$ cat config.mk
export PLATFORM = sky130hd
export DESIGN_NAME = fp_mul_stream_ctrl_flat
export DESIGN_NICKNAME = d
export VERILOG_FILES = /design/src/rtl/fp_mul_pkg.sv /design/src/rtl/fp_mul_stream_ctrl_if.sv /design/src/rtl/fp_result_fifo.sv /design/src/rtl/fp_mul_stream_ctrl.sv /design/src/flat_wrapper.sv
export SDC_FILE = /design/constraint.sdc
export NUM_CORES = 1
export LEC_CHECK = 0
export CAP_MARGIN = 25
export CORE_MARGIN = 1
export CORE_UTILIZATION = 54
export DETAILED_ROUTE_END_ITERATION = 7
export GPL_TIMING_DRIVEN = 0
export HOLD_SLACK_MARGIN = 0.03
export PLACE_DENSITY = 0.76
export SLEW_MARGIN = 20
export SYNTH_ARGS = -nofsm -noshare
export SYNTH_HDL_FRONTEND = slang
export SYNTH_SLANG_ARGS = --single-unit
$ cat constraint.sdc
create_clock -name clk -period 5.3 [get_ports clk]
set_input_delay 0.795 -clock clk [delete_from_list [all_inputs] [get_ports clk]]
set_output_delay 0.795 -clock clk [all_outputs]
set_load 0.05 [all_outputs]
$ cat src/rtl/fp_mul_pkg.sv
// Shared types and defaults for the fp32 multiplier stream front-end.
package fp_mul_pkg;
    localparam int FP32_W          = 32;
    localparam int MUL_LATENCY_DEF = 4;
    localparam int TAG_W_DEF       = 8;

    typedef logic [FP32_W-1:0] fp32_t;

    typedef struct packed {
        fp32_t                data;
        logic [TAG_W_DEF-1:0] tag;
    } fp_result_t;
endpackage

$ cat src/rtl/fp_mul_stream_ctrl_if.sv
// Operand/result stream bundle plus the multiplier drive and debug credits.
interface fp_mul_stream_ctrl_if #(
    parameter int TAG_W      = 8,
    parameter int FIFO_DEPTH = 8
);
    import fp_mul_pkg::*;

    localparam int CRED_W = $clog2(FIFO_DEPTH + 1);

    logic              in_valid;
    logic              in_ready;
    fp32_t             in_a;
    fp32_t             in_b;
    logic [TAG_W-1:0]  in_tag;

    fp32_t             mul_ay;
    fp32_t             mul_az;
    logic              mul_ena;
    logic              mul_clr;
    fp32_t             mul_result;

    logic              out_valid;
    logic              out_ready;
    fp32_t             out_data;
    logic [TAG_W-1:0]  out_tag;
    logic [CRED_W-1:0] credits;

    modport slave (
        input  in_valid, in_a, in_b, in_tag, mul_result, out_ready,
        output in_ready, mul_ay, mul_az, mul_ena, mul_clr,
               out_valid, out_data, out_tag, credits
    );

    modport master (
        output in_valid, in_a, in_b, in_tag, mul_result, out_ready,
        input  in_ready, mul_ay, mul_az, mul_ena, mul_clr,
               out_valid, out_data, out_tag, credits
    );
endinterface

$ cat src/rtl/fp_result_fifo.sv
// Synchronous FIFO whose head word, empty, full and count are all registered.
module fp_result_fifo #(
    parameter int DEPTH = 8,
    parameter int WIDTH = 40
) (
    input  logic                       clk,
    input  logic                       rst_n,
    input  logic                       wr_en,
    input  logic [WIDTH-1:0]           wr_data,
    input  logic                       rd_en,
    output logic [WIDTH-1:0]           rd_data,
    output logic                       empty,
    output logic                       full,
    output logic [$clog2(DEPTH+1)-1:0] count
);
    localparam int PW = $clog2(DEPTH);
    localparam int CW = $clog2(DEPTH + 1);

    logic [WIDTH-1:0] mem_q [DEPTH];
    logic [PW-1:0]    wr_ptr_q, wr_ptr_d;
    logic [PW-1:0]    rd_ptr_q, rd_ptr_d;
    logic [CW-1:0]    count_q, count_d;
    logic [WIDTH-1:0] rd_data_q, rd_data_d;
    logic             empty_q, full_q;
    logic             rd_fire;

    assign rd_fire = rd_en && !empty_q;

    always_comb begin
        wr_ptr_d = wr_en   ? wr_ptr_q + PW'(1) : wr_ptr_q;
        rd_ptr_d = rd_fire ? rd_ptr_q + PW'(1) : rd_ptr_q;
        count_d  = count_q + CW'(wr_en) - CW'(rd_fire);
        // The new head may be the word landing this cycle; bypass it so the
        // output register is valid on the very next cycle.
        if (wr_en && (wr_ptr_q == rd_ptr_d)) begin
            rd_data_d = wr_data;
        end else begin
            rd_data_d = mem_q[rd_ptr_d];
        end
    end

    always_ff @(posedge clk) begin
        if (!rst_n) begin
            wr_ptr_q  <= '0;
            rd_ptr_q  <= '0;
            count_q   <= '0;
            rd_data_q <= '0;
            empty_q   <= 1'b1;
            full_q    <= 1'b0;
        end else begin
            wr_ptr_q  <= wr_ptr_d;
            rd_ptr_q  <= rd_ptr_d;
            count_q   <= count_d;
            rd_data_q <= rd_data_d;
            empty_q   <= (count_d == '0);
            full_q    <= (count_d == CW'(DEPTH));
        end
    end

    always_ff @(posedge clk) begin
        if (wr_en) begin
            mem_q[wr_ptr_q] <= wr_data;
        end
    end

    assign rd_data = rd_data_q;
    assign empty   = empty_q;
    assign full    = full_q;
    assign count   = count_q;

    a_no_overflow: assert property (@(posedge clk) disable iff (!rst_n)
        !(wr_en && full_q));
endmodule

$ cat src/rtl/fp_mul_stream_ctrl.sv
// Valid/ready front-end for a fixed-latency fp32 multiplier: tags ride a shift
// register beside the pipe and products land in a credit-reserved result FIFO.
module fp_mul_stream_ctrl
    import fp_mul_pkg::*;
#(
    parameter int MUL_LATENCY = MUL_LATENCY_DEF,
    parameter int FIFO_DEPTH  = 8,
    parameter int TAG_W       = TAG_W_DEF
) (
    input  logic                 clk,
    input  logic                 rst_n,
    fp_mul_stream_ctrl_if.slave  io
);
    localparam int CRED_W  = $clog2(FIFO_DEPTH + 1);
    localparam int ENTRY_W = FP32_W + TAG_W;

    logic [CRED_W-1:0]      credits_q, credits_d;
    logic [MUL_LATENCY-1:0] vld_sr_q, vld_sr_d;
    logic [TAG_W-1:0]       tag_sr_q [MUL_LATENCY];
    logic [TAG_W-1:0]       tag_sr_d [MUL_LATENCY];

    logic               accept;
    logic               pop;
    logic               fifo_wr;
    logic               fifo_empty;
    logic               fifo_full;
    logic [CRED_W-1:0]  fifo_count;
    logic [ENTRY_W-1:0] fifo_rd_data;

    assign io.in_ready = rst_n && (credits_q != '0);
    assign accept      = io.in_valid && io.in_ready;
    assign pop         = io.out_valid && io.out_ready;
    assign fifo_wr     = vld_sr_q[MUL_LATENCY-1];

    assign io.mul_ay  = io.in_a;
    assign io.mul_az  = io.in_b;
    assign io.mul_ena = rst_n;
    assign io.mul_clr = ~rst_n;

    always_comb begin
        credits_d = credits_q;
        if (accept && !pop) begin
            credits_d = credits_q - CRED_W'(1);
        end else if (pop && !accept) begin
            credits_d = credits_q + CRED_W'(1);
        end
        vld_sr_d    = MUL_LATENCY'({vld_sr_q, accept});
        tag_sr_d[0] = io.in_tag;
        for (int i = 1; i < MUL_LATENCY; i++) begin
            tag_sr_d[i] = tag_sr_q[i-1];
        end
    end

    always_ff @(posedge clk) begin
        if (!rst_n) begin
            credits_q <= CRED_W'(FIFO_DEPTH);
            vld_sr_q  <= '0;
        end else begin
            credits_q <= credits_d;
            vld_sr_q  <= vld_sr_d;
        end
    end

    // Tags are only meaningful where vld_sr_q is set, so they need no reset.
    always_ff @(posedge clk) begin
        tag_sr_q <= tag_sr_d;
    end

    fp_result_fifo #(
        .DEPTH (FIFO_DEPTH),
        .WIDTH (ENTRY_W)
    ) u_fifo (
        .clk     (clk),
        .rst_n   (rst_n),
        .wr_en   (fifo_wr),
        .wr_data ({io.mul_result, tag_sr_q[MUL_LATENCY-1]}),
        .rd_en   (pop),
        .rd_data (fifo_rd_data),
        .empty   (fifo_empty),
        .full    (fifo_full),
        .count   (fifo_count)
    );

    assign io.out_valid = ~fifo_empty;
    assign io.out_data  = fifo_rd_data[ENTRY_W-1:TAG_W];
    assign io.out_tag   = fifo_rd_data[TAG_W-1:0];
    assign io.credits   = credits_q;

    a_credit_balance: assert property (@(posedge clk) disable iff (!rst_n)
        (32'(credits_q) + 32'($countones(vld_sr_q)) + 32'(fifo_count)) == 32'(FIFO_DEPTH));

    a_land_not_full: assert property (@(posedge clk) disable iff (!rst_n)
        !(fifo_wr && fifo_full));
endmodule

$ cat src/flat_wrapper.sv
// flat-port wrapper written by rule: the top's interface ports become plain ports
module fp_mul_stream_ctrl_flat import fp_mul_pkg::*;
#(
    parameter int MUL_LATENCY = MUL_LATENCY_DEF,
    parameter int FIFO_DEPTH  = 8,
    parameter int TAG_W       = TAG_W_DEF
)
  (clk, rst_n, io_in_valid, io_in_a, io_in_b, io_in_tag, io_mul_result, io_out_ready, io_in_ready, io_mul_ay, io_mul_az, io_mul_ena, io_mul_clr, io_out_valid, io_out_data, io_out_tag, io_credits);
  fp_mul_stream_ctrl_if #(.TAG_W(TAG_W), .FIFO_DEPTH(FIFO_DEPTH)) io_i ();
  input  logic clk;
  input  logic rst_n;
  input wire logic [$bits(io_i.in_valid)-1:0] io_in_valid;
  input wire logic [$bits(io_i.in_a)-1:0] io_in_a;
  input wire logic [$bits(io_i.in_b)-1:0] io_in_b;
  input wire logic [$bits(io_i.in_tag)-1:0] io_in_tag;
  input wire logic [$bits(io_i.mul_result)-1:0] io_mul_result;
  input wire logic [$bits(io_i.out_ready)-1:0] io_out_ready;
  output wire logic [$bits(io_i.in_ready)-1:0] io_in_ready;
  output wire logic [$bits(io_i.mul_ay)-1:0] io_mul_ay;
  output wire logic [$bits(io_i.mul_az)-1:0] io_mul_az;
  output wire logic [$bits(io_i.mul_ena)-1:0] io_mul_ena;
  output wire logic [$bits(io_i.mul_clr)-1:0] io_mul_clr;
  output wire logic [$bits(io_i.out_valid)-1:0] io_out_valid;
  output wire logic [$bits(io_i.out_data)-1:0] io_out_data;
  output wire logic [$bits(io_i.out_tag)-1:0] io_out_tag;
  output wire logic [$bits(io_i.credits)-1:0] io_credits;
  assign io_i.in_valid = io_in_valid;
  assign io_i.in_a = io_in_a;
  assign io_i.in_b = io_in_b;
  assign io_i.in_tag = io_in_tag;
  assign io_i.mul_result = io_mul_result;
  assign io_i.out_ready = io_out_ready;
  assign io_in_ready = io_i.in_ready;
  assign io_mul_ay = io_i.mul_ay;
  assign io_mul_az = io_i.mul_az;
  assign io_mul_ena = io_i.mul_ena;
  assign io_mul_clr = io_i.mul_clr;
  assign io_out_valid = io_i.out_valid;
  assign io_out_data = io_i.out_data;
  assign io_out_tag = io_i.out_tag;
  assign io_credits = io_i.credits;
  fp_mul_stream_ctrl #(.MUL_LATENCY(MUL_LATENCY), .FIFO_DEPTH(FIFO_DEPTH), .TAG_W(TAG_W)) u_core (.clk(clk), .rst_n(rst_n), .io(io_i));
endmodule
---- After elaboration in Yosys (flattened, before gate mapping) ----
Memories as Yosys holds them, arrays and structs flattened. A register that Yosys moved wholly into a read port is not among the register bits.
Index checks and enable logic that the tools add are counted.
operators by class
  multipliers ............................. 0
  add/subtract/negate cells ............... 6
  div/mod/pow operators ................... 0
  reductions and logical operators ........ 13
  shifts and indexed selects .............. 0
  equal/unequal tests ..................... 0
  bitwise gates (word level) .............. 2
  muxes and demuxes ....................... 5
  magnitude comparators ................... 0
operators with widths
  kind                                               count
  two-way mux 4 bit                                  2
  adder 3 x 1 -> 3 bit (second input constant)       2
  logical AND 1 bit                                  6
  adder 4 x 1 -> 4 bit                               1
  adder 4 x 1 -> 4 bit (second input constant)       1
  logical NOT 1 bit                                  4
  logical NOT 4 bit                                  1
  nonzero test 4 bit                                 1
  subtractor 4 x 1 -> 4 bit                          1
  subtractor 4 x 1 -> 4 bit (second input constant)  1
  two-way mux 3 bit                                  1
  two-way mux 1 bit                                  2
  NOT 1 bit                                          2
  nonzero test 2 bit                                 1
word-level totals
  bits in latches ......................... 0
  register bits ........................... 51
  memory bits (read-only) ................. 0
  word-level logic and storage cells ...... 37
  bits in writable memories ............... 320
  input bits .............................. 108
  memories ................................ 1
memories
  memory               depth  width  read ports  clocked after Yosys merged registers in  wr ports  line                  text
  u_core.u_fifo.mem_q  8      40     1           1                                        1         fp_result_fifo.sv:19  logic [WIDTH-1:0] mem_q [DEPTH];

---- Longest topological paths before layout ----
Gate-level depths: netlist (run 1).
  depth in word-level cells ............... 7
  depth in mapped cells ................... 11
  mapped depth without buffers ............ 10

---- Hierarchy ----
Synthesis (run 1) repeated with hierarchy kept, for this count alone.
unflattened totals
  cell total of the unflattened synthesis .. 820
  area, all modules ....................... 15527.4 um^2
by module, submodules not included
  module              sequential area each (um^2)  instances  area each (um^2)  cells an instance
  fp_result_fifo      10650.2                      1          14022.2           680
  fp_mul_stream_ctrl  800.8                        1          1505.2            140

---- Worst setup path before layout (run 1) ----
No wires, ideal clock.
  path type ............................... register -> register
  start point ............................. reg u_core.vld_sr_q[3]
  end point ............................... mem u_core.u_fifo.mem_q[0][0], enable pin
  arrival time ............................ 3.301 ns
  period minus slack after synthesis ...... 3.787 ns
  path buffers ............................ 0
  stages on the path, launching flop included .. 3
  path slack .............................. 1.513 ns
  library setup time ...................... 0.487 ns
  path through ............................ dfxtp_1 > nand2b_1 > nor3_1
between the ends
  cells in the longest elaborated chain, start to end .. 2
ends and longest elaborated chain
  element                                  line                      text
  start, declared                          fp_mul_stream_ctrl.sv:18  logic [MUL_LATENCY-1:0] vld_sr_q, vld_sr_d;
  start signal, assigned                   fp_mul_stream_ctrl.sv:60  vld_sr_q <= vld_sr_d;
  two-way mux 1 bit                        fp_result_fifo.sv:61      if (wr_en) begin
  two-way mux 1 bit (implied by the code)  fp_result_fifo.sv:62      mem_q[wr_ptr_q] <= wr_data;
  end, declared                            fp_result_fifo.sv:19
Every way passes these cells.

---- Final worst setup path (run 1) ----
  start point ............................. in rst_n
  end point ............................... out io_mul_clr
between the ends
  cells in the longest elaborated chain, start to end .. 1
ends and longest elaborated chain
  element          line                      text
  start, declared  flat_wrapper.sv:11        input logic rst_n;
  NOT 1 bit        fp_mul_stream_ctrl.sv:38  assign io.mul_clr = ~rst_n;
  end, declared    flat_wrapper.sv:22        output wire logic [$bits(io_i.mul_clr)-1:0] io_mul_clr;
Every way passes these cells.

==> impl_metrics.csv, run 1 <==
group,metric,value,unit
layout,finalInstanceArea,0.0192,sq mm
sta,fin_ws,1.81,ns
worst_setup_path,worstPathRequired,4.51,ns
worst_hold_path,min_from,"u_core.tag_sr_d[14]$_DFF_P_",
clock_network,cts_htree_levels,2,
worst_setup_path,r2r-start,"u_core.u_fifo.empty$_SDFF_PN1_",
sta,hold_viol,0,
routing,wl_per_cell,22.7,microns
die,die-area,0.0293,sq mm
sta,fmax,287,MHz
worst_hold_path,hold_end,"u_core.tag_sr_d[6]$_DFF_P_",
logic_synthesis,syn_area,0.0155,sq mm
die,start_util,0.553,
clock_network,tritoncts,"built",
outcome,status,"completed",
sta,relSlewSlack,0.354,
clock_network,cts.clk_slew.worst_paths,0.07,ns
clock_network,cts_resized,0,
power,p_sw_frac,0.283,
logic_synthesis,syn_avg_cell_area,19.0,sq um
layout,syn2layout_area_growth,24.4,%
sta,skew,0.0142,ns
sta,setup_tns,0,ns
worst_setup_path,crit_path_start,"rst_n",
clock_network,cts_buffers,40,
grt,grt_pass1_vias,8206,
clock_network,cts_max_path_buffers,3,
power,power.density,448,mW/mm^2
sta,fin_crit,3.49,ns
worst_setup_path,regToRegEndpoint,"u_core.u_fifo.rd_data[29]$_SDFF_PN0_",
routing,vias,8172,
logic_synthesis,async_flop_share,0,
layout,layout_commonest_cell,"edfxtp_1",
sta,rsz0062_at_grt,"no",
routing,drt.antenna.violating_nets,0,
power,p_leak,6.75,nW
placed_design,io_buffers,155,
sta,tightestPinTransition,0.969,ns
sta,period_share,0.659,
routing,viasPerCell,5.66,
die,pin_count,220,
logic_synthesis,synthCells,812,
grt,grt.total_usage,0.226,
logic_synthesis,synth_area_leader_cell,"edfxtp_1",
worst_hold_path,worstHoldPathCells,0,
grt,overflow,0,
logic_synthesis,synth_fp_nets,931,
die,die_x,171,microns
logic_synthesis,ys.flop_type,"edfxtp_1",
logic_synthesis,yosysUniqueCellTypes,30,
power,pwr-share-comb,0.255,
grt,grt_max_degree,21,
worst_setup_path,critPathCaptureType,"output pin",
clock_network,cts_root_buf,"clkbuf_16",
worst_setup_path,r2r_slack,2.51,ns
layout,drive_above_1_share,0.234,
run,drv_cap,0,
worst_setup_path,critPathKind,"primary input to output pin",
logic_synthesis,ys_top_cells_by_area,"edfxtp_1 62%, dfxtp_1 12%, mux4_2 12%",
logic_synthesis,yosys.area.top_type_share,0.622,
power,clockPowerShare,0.320,
routing,drt_pre_antenna_iters,5,
grt,grt_pass1_wl,47900,microns
power,ir_worst_vdd,248,uV
clock_network,holdBufCountCts,0,
clock_network,clk_latency,0.52,ns
clock_network,cts_setup_buffers,0,
placed_design,gp_congestion,0.783,
placed_design,place_ws,1.61,ns
routing,drt_wl_total,32800,microns
logic_synthesis,synth_edf_count,320,
placed_design,placed_area,0.0179,sq mm
worst_setup_path,r2r_cells,8,
worst_hold_path,worstHoldPathType,"flop to flop",
logic_synthesis,seq_area_frac_synth,0.740,
logic_synthesis,synth_seq_cells,411,
routing,first_iter_violations,903,
worst_setup_path,start_kind,"primary input",
grt,antenna_found_initial,1,
power,p_int,6.18,mW
die,placeableCoreArea,0.0279,sq mm
clock_network,cts.sinks,411,
power,seqPwrFrac,0.425,
power,switchingPower,2.44,mW
worst_setup_path,critPathMaxFanout,10,
placed_design,hpwl,20300,microns
sta,drv_slew,0,
die,rows,61,
sta,setup_viol,0,
routing,drc,0,
logic_synthesis,yosysWarnings,0,
layout,nNetsFinal,1153,
layout,final_cell_mix,"320 x edfxtp_1, 155 x clkdlybuf4s50_1, 91 x dfxtp_1, 80 x mux4_2, 75 x buf_4",
die,die_y,171,microns
worst_setup_path,arrival,2.70,ns
==> area by class of cell <==
type / count / area [sq um]
Sequential cell: 411 / 11400
Clock inverter: 20 / 165
Timing Repair Buffer: 180 / 1960
Multi-Input combinational cell: 280 / 3370
Tap cell: 378 / 473
Inverter: 11 / 41.3
Buffer: 110 / 674
Antenna cell: 1 / 2.50
Clock buffer: 52 / 1120
Fill cell: 1800 / 8700
==> worst max-delay path by stage <==
stage / slack, ns / end / depth (start not counted)
after global placement: -1.47 / u_core.u_fifo.mem_q[1][15]$_DFFE_PP_ / 2
after CTS: 1.78 / io_mul_clr / 4
final: 1.81 / io_mul_clr / 4
after global routing: 1.71 / io_mul_clr / 4
after detailed placement: 1.61 / u_core.u_fifo.rd_data[29]$_SDFF_PN0_ / 9
after floorplan: 1.51 / u_core.u_fifo.mem_q[0][0]$_DFFE_PP_ / 2
==> synthesized netlist by cell type (4+ instances only) <==
cell	count
a21oi_1	44
and2_1	7
buf_1	4
buf_2	14
buf_4	65
clkbuf_1	27
dfxtp_1	91
edfxtp_1	320
ha_1	9
inv_1	11
mux2i_1	41
mux4_2	80
nand2_1	8
nand2b_1	5
nor2_1	19
o41ai_1	40
xnor2_1	4
xor2_1	5
==> state kept, by name, summed over array words and instances (netlist names) <==
| register | cells |
|---|---|
| u_core.u_fifo.count | 4 |
| u_core.io.credits | 4 |
| u_core.u_fifo.rd_data | 40 |
| u_core.tag_sr_d | 24 |
| u_core.u_fifo.empty | 1 |
| u_core.u_fifo.rd_ptr_q | 3 |
| u_core.vld_sr_q | 4 |
| u_core.u_fifo.wr_ptr_q | 3 |
| u_core.u_fifo.mem_q | 320 |
| u_core.tag_sr_q | 8 |
==> power groups by stage <==
stage	clock (mW)	combinational, mW	sequential [mW]
after floorplan	0	1.26	4.05
after global placement	0	2.18	3.73
after CTS	2.80	2.23	3.66
after detailed placement	0	2.22	3.73
final	2.76	2.20	3.66
after global routing	2.91	2.33	3.67
==> through the flow <==
| step | util | hold WS (ns) | total power [mW] | instances |
|---|---|---|---|---|
| global route | 0.688 | 0.327 | 8.92 | 1442 |
| floorplan | - | 0.310 | 5.31 | 812 |
| finish | 0.689 | 0.324 | 8.62 | 1443 |
| detailed placement | 0.643 | 0.313 | 5.95 | 1370 |
| CTS | 0.688 | 0.325 | 8.68 | 1442 |
| global placement | 0.626 | 0.310 | 5.90 | 1345 |
==> worst max-delay path, cell delays in order <==
cell and delay, ns:
clkdlybuf4s50_1 0.45, inv_1 0.12, clkbuf_1 0.42, clkdlybuf4s50_1 0.90
==> logic make-up after synthesis <==
kind of cell / share of synthesized area
compound gates: 0.0386
xor+xnor: 0.00615
fa+ha+maj: 0.00988
buf+inv: 0.0463
flops: 0.740
mux: 0.145
simple gates: 0.0150
==> routing by layer <==
metal | wire length [microns] | vias to the layer above | track usage
met5 | 0 | - | 0
met4 | 579 | 0 | 0.0652
met3 | 2280 | 48 | 0.0380
met2 | 16800 | 369 | 0.384
met1 | 13100 | 4134 | 0.304
li1 | - | 3621 | -
(Power assumes the default switching activity.)
==> run 2: changes to the inputs <==
==> constraint.sdc (replaced) <==
create_clock -name clk -period 3.45 [get_ports clk]
set_input_delay 0.5175 -clock clk [delete_from_list [all_inputs] [get_ports clk]]
set_output_delay 0.5175 -clock clk [all_outputs]
set_load 0.05 [all_outputs]
==> impl_metrics.csv, run 2 (same netlist as run 1, synthesis figures left out) <==
group,metric,value,unit
worst_setup_path,cp_slowest_cell,"clkdlybuf4s50_1",
die,die-area,0.0293,sq mm
clock_network,cts_buffers,40,
sta,setup_viol,0,
worst_hold_path,worstHoldPathCells,0,
grt,grt_pass1_wl,49000,microns
die,die_x,171,microns
clock_network,cts.sinks,411,
grt,grt.total_usage,0.229,
worst_setup_path,critPathKind,"primary input to output pin",
power,finalPower,13.2,mW
routing,drt_pre_antenna_iters,7,
layout,nNetsFinal,1147,
worst_hold_path,worstHoldPathType,"flop to flop",
worst_setup_path,critPathMaxStageDelay,0.91,ns
die,pin_count,220,
worst_setup_path,r2r_cells,8,
sta,relSlewSlack,0.366,
worst_setup_path,path_cells,"clkdlybuf4s50_1, inv_1, clkbuf_1, clkdlybuf4s50_1",
sta,fin_ws,0.499,ns
power,clockPowerShare,0.319,
placed_design,io_buffers,155,
sta,tightestPinTransition,0.951,ns
grt,overflow,0,
layout,final_cell_mix,"320 x edfxtp_1, 155 x clkdlybuf4s50_1, 91 x dfxtp_1, 80 x mux4_2, 65 x buf_4",
sta,skew,0.0151,ns
power,pwr-share-comb,0.256,
power,power.density,689,mW/mm^2
sta,period_share,0.855,
die,placeableCoreArea,0.0279,sq mm
layout,layout_commonest_cell,"edfxtp_1",
power,p_leak,6.69,nW
worst_hold_path,hold_end,"u_core.tag_sr_q[6]$_DFF_P_",
grt,antenna_found_initial,1,
die,start_util,0.553,
routing,drt.antenna.violating_nets,0,
clock_network,tritoncts,"built",
routing,viasPerCell,5.81,
worst_setup_path,worstPathRequired,2.93,ns
power,seqPwrFrac,0.425,
layout,largest_reg_flops,320,
layout,syn2layout_area_growth,24.3,%
clock_network,cts_setup_buffers,0,
run,drv_cap,0,
clock_network,cts_htree_levels,2,
power,p_int,9.49,mW
routing,drc,0,
worst_setup_path,r2r_slack,0.62,ns
layout,utilization,0.688,
sta,drv_slew,0,
routing,drt_wl_total,32700,microns
grt,grt_max_degree,22,
layout,n_antenna_cell,0,
routing,vias,8337,
die,rows,61,
worst_setup_path,arrival,2.43,ns
routing,wl_per_cell,22.8,microns
worst_hold_path,min_from,"u_core.tag_sr_d[6]$_DFF_P_",
power,switchingPower,3.75,mW
power,p_sw_frac,0.283,
sta,rsz0062_at_grt,"no",
sta,fmax,339,MHz
sta,hold_viol,0,
worst_setup_path,r2r-start,"u_core.u_fifo.empty$_SDFF_PN1_",
grt,grt_pass1_vias,8421,
layout,drive_above_1_share,0.228,
worst_setup_path,critPathCaptureType,"output pin",
placed_design,gp_congestion,0.740,
placed_design,hpwl,20000,microns
layout,largest-register,"u_core.u_fifo.mem_q",
worst_setup_path,regToRegEndpoint,"u_core.u_fifo.rd_data[33]$_SDFF_PN0_",
worst_setup_path,crit_top_cell,"clkdlybuf4s50_1",
clock_network,cts_resized,0,
sta,fin_crit,2.95,ns
clock_network,clk_latency,0.53,ns
power,ir_worst_vdd,484,uV
clock_network,holdBufCountCts,0,
clock_network,cts_root_buf,"clkbuf_16",
clock_network,cts_max_path_buffers,3,
clock_network,cts.clk_slew.worst_paths,0.06,ns
worst_setup_path,critPathMaxFanout,10,
routing,first_iter_violations,875,
placed_design,place_ws,-0.0581,ns
outcome,status,"completed",
worst_setup_path,start_kind,"primary input",
die,die_y,171,microns
run 2: layout make-up:
| class | instances | area, sq um |
|---|---|---|
| sequential | 411 | 11400 |
| clock buffer | 58 | 1130 |
| inverter | 11 | 41.3 |
| multi-input combinational | 280 | 3380 |
| buffer | 110 | 674 |
| fill | 1828 | 8730 |
| timing repair buffer | 174 | 1940 |
| tap | 378 | 473 |
| clock inverter | 14 | 136 |
run 2: worst max-delay path: cells and delay by family:
kind	cells	cell delay (ns)
buffers and inverters	4	1.92
run 2: worst max path at each step:
| stage | endpoint | startpoint | slack, ns |
|---|---|---|---|
| after floorplan | u_core.io.credits[3]$_SDFFE_PN1P_ | u_core.io.credits[0]$_SDFFE_PN0P_ | 0.48 |
| after global placement | u_core.u_fifo.mem_q[2][13]$_DFFE_PP_ | u_core.u_fifo.wr_ptr_q[2]$_SDFFE_PN0P_ | -1.16 |
| after detailed placement | u_core.u_fifo.rd_data[29]$_SDFF_PN0_ | io_out_ready | -0.06 |
| after CTS | u_core.u_fifo.rd_data[29]$_SDFF_PN0_ | io_out_ready | 0.48 |
| after global routing | u_core.u_fifo.rd_data[29]$_SDFF_PN0_ | io_out_ready | 0.37 |
| final | io_mul_clr | rst_n | 0.50 |
run 2: metal layers:
metal  GRT usage  share of wire
met1       0.308           0.39
met2       0.383           0.51
met3      0.0380          0.073
met4      0.0773          0.023
met5           0        0.00034
run 2: through the flow:
step | hold slack [ns] | area (sq um) | TNS [ns] | std cells
after floorplan | 0.310 | 15500 | 0 | 812
after global placement | 0.310 | 17500 | -315.56 | 1345
after detailed placement | 0.312 | 17900 | -0.176 | 1364
after CTS | 0.325 | 19200 | 0 | 1436
after global routing | 0.328 | 19200 | 0 | 1436
final | 0.323 | 19200 | 0 | 1436
run 2: power groups by stage:
stage          sequential (mW)  combinational [mW]  clock [mW]
5_1_grt                   5.64                3.60        4.46
3_5_place_dp              5.73                3.40           0
4_1_cts                   5.63                3.42        4.28
6_report                  5.63                3.39        4.22
3_3_place_gp              5.73                3.35           0
2_1_floorplan             6.22                1.94           0
